==> src/rtl/mod_counter_pkg.sv <==
// Shared constants and the action type used by mod_counter's priority decode.
package mod_counter_pkg;

    localparam logic DIR_UP   = 1'b1;
    localparam logic DIR_DOWN = 1'b0;

    localparam int           WRAPS_W   = 8;
    localparam logic [7:0]   WRAPS_MAX = 8'd255;

    typedef enum logic [1:0] {
        ACT_HOLD,
        ACT_CLEAR,
        ACT_LOAD,
        ACT_STEP
    } act_e;

endpackage

==> src/rtl/sat_counter.sv <==
// Saturating event counter: counts inc pulses up to WRAPS_MAX and holds there.
module sat_counter
    import mod_counter_pkg::*;
(
    input  logic               clk,
    input  logic               rst_n,
    input  logic               clr,
    input  logic               inc,
    output logic [WRAPS_W-1:0] cnt
);

    logic [WRAPS_W-1:0] cnt_q;
    logic [WRAPS_W-1:0] cnt_d;

    always_comb begin
        cnt_d = cnt_q;
        if (clr) begin
            cnt_d = '0;
        end else if (inc && (cnt_q != WRAPS_MAX)) begin
            cnt_d = cnt_q + WRAPS_W'(1);
        end
    end

    always_ff @(posedge clk or negedge rst_n) begin
        if (!rst_n) begin
            cnt_q <= '0;
        end else begin
            cnt_q <= cnt_d;
        end
    end

    assign cnt = cnt_q;

endmodule

==> src/rtl/mod_counter.sv <==
// Modulo up/down counter with clear, clamped load, terminal-count pulse and wrap counter.
// Define MOD_COUNTER_SAT_EN to hold at the bounds instead of wrapping.
module mod_counter
    import mod_counter_pkg::*;
#(
    parameter int WIDTH     = 4,
    parameter int MODULUS   = 16,
    parameter int RESET_VAL = 0
) (
    input  logic               clk,
    input  logic               reset,
    input  logic               en,
    input  logic               up,
    input  logic               load,
    input  logic [WIDTH-1:0]   load_val,
    input  logic               clear,
    output logic [WIDTH-1:0]   q,
    output logic               tc,
    output logic [WRAPS_W-1:0] wraps
);

    if ((MODULUS < 2) || (MODULUS > (1 << WIDTH))) begin : g_bad_modulus
        $error("mod_counter: MODULUS must satisfy 2 <= MODULUS <= 2**WIDTH");
    end
    if ((RESET_VAL < 0) || (RESET_VAL >= MODULUS)) begin : g_bad_reset_val
        $error("mod_counter: RESET_VAL must be below MODULUS");
    end

    localparam logic [WIDTH-1:0] TOP   = WIDTH'(MODULUS - 1);
    localparam logic [WIDTH-1:0] RST_Q = WIDTH'(RESET_VAL);

    act_e             act;
    logic [WIDTH-1:0] q_q;
    logic [WIDTH-1:0] q_d;
    logic             tc_q;
    logic             tc_d;

    always_comb begin
        act = ACT_HOLD;
        if (clear) begin
            act = ACT_CLEAR;
        end else if (load) begin
            act = ACT_LOAD;
        end else if (en) begin
            act = ACT_STEP;
        end
    end

    // tc_d flags a step that hits a bound; it doubles as the wrap-counter increment.
    always_comb begin
        q_d  = q_q;
        tc_d = 1'b0;
        case (act)
            ACT_CLEAR: q_d = '0;
            ACT_LOAD:  q_d = (load_val <= TOP) ? load_val : TOP;
            ACT_STEP: begin
                if (up == DIR_UP) begin
                    if (q_q == TOP) begin
                        tc_d = 1'b1;
`ifdef MOD_COUNTER_SAT_EN
                        q_d  = q_q;
`else
                        q_d  = '0;
`endif
                    end else begin
                        q_d = q_q + WIDTH'(1);
                    end
                end else begin
                    if (q_q == '0) begin
                        tc_d = 1'b1;
`ifdef MOD_COUNTER_SAT_EN
                        q_d  = q_q;
`else
                        q_d  = TOP;
`endif
                    end else begin
                        q_d = q_q - WIDTH'(1);
                    end
                end
            end
            default: ;
        endcase
    end

    always_ff @(posedge clk or negedge reset) begin
        if (!reset) begin
            q_q  <= RST_Q;
            tc_q <= 1'b0;
        end else begin
            q_q  <= q_d;
            tc_q <= tc_d;
        end
    end

    sat_counter u_wraps (
        .clk   (clk),
        .rst_n (reset),
        .clr   (act == ACT_CLEAR),
        .inc   (tc_d),
        .cnt   (wraps)
    );

    assign q  = q_q;
    assign tc = tc_q;

endmodule

==> config.mk <==
export PLATFORM = sky130hd
export DESIGN_NAME = mod_counter
export DESIGN_NICKNAME = d
export VERILOG_FILES = /design/src/rtl/mod_counter_pkg.sv /design/src/rtl/sat_counter.sv /design/src/rtl/mod_counter.sv
export SDC_FILE = /design/constraint.sdc
export NUM_CORES = 1
export LEC_CHECK = 0
export CAP_MARGIN = 5
export CORE_ASPECT_RATIO = 1.25
export CORE_MARGIN = 2
export CORE_UTILIZATION = 46
export DETAILED_ROUTE_END_ITERATION = 12
export GPL_ROUTABILITY_DRIVEN = 0
export GPL_TIMING_DRIVEN = 0
export MAX_ROUTING_LAYER = met4
export PLACE_DENSITY = 0.77
export SYNTH_ARGS = -nofsm -noshare
export SYNTH_HDL_FRONTEND = slang
export SYNTH_HIERARCHICAL = 1
export SYNTH_SLANG_ARGS = --single-unit
==> constraint.sdc <==
create_clock -name clk -period 2.75 [get_ports clk]
set_input_delay 0.275 -clock clk [delete_from_list [all_inputs] [get_ports clk]]
set_output_delay 0.275 -clock clk [all_outputs]
set_load 0.005 [all_outputs]
# Word-level counts from Yosys, hierarchy flattened
# Cells that the tools add are included.
# totals
reg_bits,13
output_inout_bits,13
elab_cells,30
# classes
addsub,3
magnitude_cmp,1
n_eq_ne,5
mux,14
reduce_logical,4
# ops
cell,count
$mux W4,4
$mux W8,2
$pmux W4 S3,1
$add A8 B1 Y8 const B,1
$ne A8 B8 Y1 const B,1
$mux W2,3
$add A4 B1 Y4 const B,1
$eq A2 B2 Y1 const B,2
$eq A4 B4 Y1 const B,1
$le A4 B4 Y1 const B,1
$logic_not A4 Y1,1
$mux W1,4
$sub A4 B1 Y4 const B,1
$reduce_bool A3 Y1,1
$eq A2 B1 Y1 const B,1
$reduce_bool A2 Y1,1
$logic_and A1 B1 Y1,1

# Depth between registers and ports, before layout
# depth
ltp_word,8
mapped_depth,9
mapped_depth_nobuf,8

# Hierarchy
# Netlist, hierarchy kept.
# modules_own_cells
mod,instances,cells_each,area_each_um2,seq_area_each_um2
sat_counter,1,49,464.2,200.2
mod_counter,1,44,371.6,125.1

# Worst setup path after synthesis
# OpenSTA, ideal clock, no wires.
# synth_timing
path_kind,register to register
startpoint,register q_q[0] (netlist: q[0])
endpoint,register u_wraps.cnt_q[7] (netlist: u_wraps/cnt[7])
setup_ns,0.094
arrival_time_ns,2.198
path_slack_ns,0.458
path_stages_with_launch,10
period_less_slack_ns,2.292
cell_sequence,dfrtp_1 inv_1 ha_1 or3b_1 or2_1 a21oi_1 buf_2 nand3_1 or3_1 a211oi_1
# synth_between
elab_chain_len,6
word_cells_on_any_way,8
classes_between,eq/ne: 1; mux: 4; reduce/logical: 3
# synth_rtl
item,line_no,source
start: declaration,mod_counter.sv:33,logic [WIDTH-1:0] q_q;
start signal: assignment,mod_counter.sv:90,q_q <= q_d;
$eq A4 B4 Y1 or $logic_not A4 Y1 (tied branches),"mod_counter.sv:58, mod_counter.sv:69",
$mux W1 (on tied branches),"mod_counter.sv:58, mod_counter.sv:69",
$mux W1 (*),mod_counter.sv:57,if (up == DIR_UP) begin
$mux W1 (*),mod_counter.sv:53,case (act)
net tc_d,mod_counter.sv:36,logic tc_d;
$logic_and A1 B1 Y1 (*),sat_counter.sv:19,end else if (inc && (cnt_q != WRAPS_MAX)) begin
$reduce_bool A2 Y1 (no line) (*),--,
end signal: assignment,sat_counter.sv:28,cnt_q <= cnt_d;
end: declaration,sat_counter.sv:12,logic [WRAPS_W-1:0] cnt_q;
# Mark *: on every way through the listed nets, which the timed path passes. The rest lies on a longest branch.
# A chain may end at the register's enable or synchronous reset.

# Worst setup path after layout
# Same ends and word-level chain as after synthesis.

==> impl_metrics.toml <==
[worst_setup_path]
cp_cell_sequence = "inv_1 -> ha_1 -> or3b_1 -> or2_1 -> a21oi_1 -> clkbuf_4 -> nand3_1 -> or3_1 -> a211oi_1"
crit_fanout = 10
timing.reg2reg.setup_slack_ns = 0.22
r2r-end = "u_wraps/cnt[7]"
crit_path_end = "u_wraps/cnt[7]"
timing.critical_path.slowest_stage_cell = "sky130_fd_sc_hd__dfrtp_2"
worst-endpoint-required_ns = 2.93
critical_path.startpoint = "q[0]"
worst_setup_path_start_kind = "flop"
crit_path_max_incr_delay_ns = 0.48
timing_worst_setup_path_type = "flop to flop"
worst_r2r_path_depth = 9
reg2reg_from = "q[0]"
critical_path_arrival_ns = 2.71
end_kind = "flop"

[clocking]
numCtsBuffers = 3
cts-root-to-sink-buffers = 2
ctsResizeCount = 0
post_cts_hold_buffers = 0
clockRootBuffer = "sky130_fd_sc_hd__clkbuf_4"
insertion_delay_to_the_later_sink_of_the_worst_skew_pair_ns = 0.27
clk_transition_reported_paths_ns = 0.08
htree_num_levels = 1
cts_tree = "built"
cts_setup_buffers = 0
sinks_on_clock_net = 13

[yosys]
ys_seq_area_share_pct = 38.92
post_synth_main_area_contributors = "sky130_fd_sc_hd__dfrtp_1, sky130_fd_sc_hd__a21oi_1, sky130_fd_sc_hd__ha_1"
cell_count_after_synthesis = 93
post_synth.cell_area_avg_sq_um = 8.987
postSynth.topFlopCell = "sky130_fd_sc_hd__dfrtp_1"
yosys.cell_count.top_type = "sky130_fd_sc_hd__dfrtp_1"
nets_in_the_synthesized_netlist = 106
synthDistinctLibCells = 38
netlist.top_cell.by_area = "sky130_fd_sc_hd__dfrtp_1"
synth_warnings = 6
synth_edf_count = 0
postSynthRegisterBits = 13
netlist_top_cells_count = "sky130_fd_sc_hd__dfrtp_1, sky130_fd_sc_hd__a21oi_1, sky130_fd_sc_hd__nand2_1"
async_set_or_reset_register_ratio_after_synthesis_pct = 100.0
post-synth-top-area-fraction_pct = 38.92
syn_area_sq_um = 835.8

[route]
wl_per_cell_microns = 13.51
route.final.wire_length_mm = 1.864
drc_errors = 0
via_count = 813
drt_pass1_iterations = 4
vias_per_cell = 5.891
ant_nets = 0
dr.first_iter.drc_count = 12

[floorplan]
initial_core_util_pct = 47.92
die-width_microns = 42.13
rows = 17
die_height_microns = 51.66
core_region_area_sq_mm = 0.001744
die_area_sq_mm = 0.002176
io-pin-count = 23

[sta]
timing.final.crit_share_pct = 92.06
setup-violations-final = 0
worst-slew-pin-transition_ns = 0.5775
final-hold-violation-count = 0
maxClockFrequency_mhz = 395.0
maxSlewHeadroom_pct = 61.38
timing.setup.tns_ns = 0
fin_crit_ns = 2.532
worst_clock_skew_ns = 0.001160
finalMaxSlewViolations = 0

[place]
detailed_place_hpwl_mm = 1.411
place_area_sq_mm = 0.001080
numPortBuffers = 22

[finish]
fin_area_sq_mm = 0.001111
antenna-diode-count = 0
area.growth.synth_to_final_pct = 32.93
nets = 133
final_layout_size_suffix_gt1_share_pct = 10.08

[power]
powerDensity_mw_per_mm2 = 354.0
vdd.ir_drop.worst_mv = 0.2530
power.static_leakage_uw = 0.0004544

[outcome]
status = "finished, final reports clean"

[global_route]
grt_start_max_net_pins = 14
grt.overflow.total = 0
grt_use_total_pct = 20.53
antenna_found_initial = 0
first_global_vias = 789
first_pass_grt_wire_length_mm = 3.291

[run]
drv.max_cap_violation_count = 0

[hold_path]
hold_path.class = "input pin to asynchronous set/reset pin"
kinds of logic (layout without fill, tap and decap cells):
group	after synthesis	after routing	synth area share (%)
muxes	5	5	6.437
DFF	13	13	38.92
xor gates and xnor gates	2	2	2.096
adders and majority gates	3	3	4.491
buffers and inverters	8	34	3.743
and+or+nand+nor	39	39	26.65
AOI/OAI and AO/OA	23	23	17.67
layer usage:
metal	vias to the layer above	wire (microns)	track usage (%)
met5	-	0	-
met4	0	17	10.42
met3	2	74	3.125
met2	20	983	35.16
met1	392	788	23.46
li1	399	-	-
registers in the layout, indices dropped and copies added, names as in the netlist:
signal,cells
u_wraps/cnt,8
q,4
tc,1
placed cells by master, fill, tap and decap left out, drive strengths merged, types with 3 or more instances in the layout:
cell / synthesis / final
inv: 5 / 5
dfrtp: 13 / 13
o21ai: 3 / 3
clkdlybuf4s50: 0 / 22
nand3: 4 / 4
nand2: 8 / 8
ha: 3 / 3
nor3: 4 / 4
a21oi: 9 / 9
nor2b: 3 / 3
clkbuf: 2 / 7
mux2: 3 / 3
nand2b: 3 / 3
nor2: 4 / 4
worst min path at each step:
stage                                 to  slack (ns)
final                     u_wraps/cnt[6]        0.37
after global routing      u_wraps/cnt[2]        0.41
after CTS                 u_wraps/cnt[6]        0.38
after detailed placement  u_wraps/cnt[7]        0.59
after global placement    u_wraps/cnt[7]        0.57
after floorplan                     q[0]       -0.02
where the power goes:
part / leakage [uW] / internal [uW] / switching, uW / total (uW)
Clock: 0.0000150 / 56.1 / 59.9 / 116
Combinational: 0.000264 / 39.9 / 29.9 / 69.8
Sequential: 0.000175 / 196 / 11.1 / 208
Total: 0.000454 / 292 / 101 / 393
worst max-delay path: cells and delay by family (launching register included):
family                   cells  cell delay, ns
AO/OA/AOI/OAI                2            0.43
AND/OR/NAND/NOR              4            1.04
adder cells (fa/ha/maj)      1            0.18
buffers and inverters        2            0.31
flip-flops                   1            0.48
per-stage QoR:
stage	util, %	setup slack (ns)	hold slack, ns	total power, uW	cells
after floorplan	-	0.4577	-0.02059	241.8	93
after global placement	61.91	0.1844	0.5746	278.4	134
after detailed placement	61.91	0.1306	0.5894	281.3	134
after CTS	63.41	0.1788	0.3828	400.4	138
after global routing	63.70	-0.001054	0.4084	416.5	138
final	63.70	0.2184	0.3703	393.3	138
final cells by class:
class,instances,area (sq um)
clock buffers,4,26.28
well taps,19,23.77
fillers,147,633.1
plain buffers,3,15.01
repair buffers,22,220.2
inverters,5,18.77
flip-flops and latches,13,327.8
multi-input cells,72,479.2
Note: power is estimated with default switching activity, not from simulation.
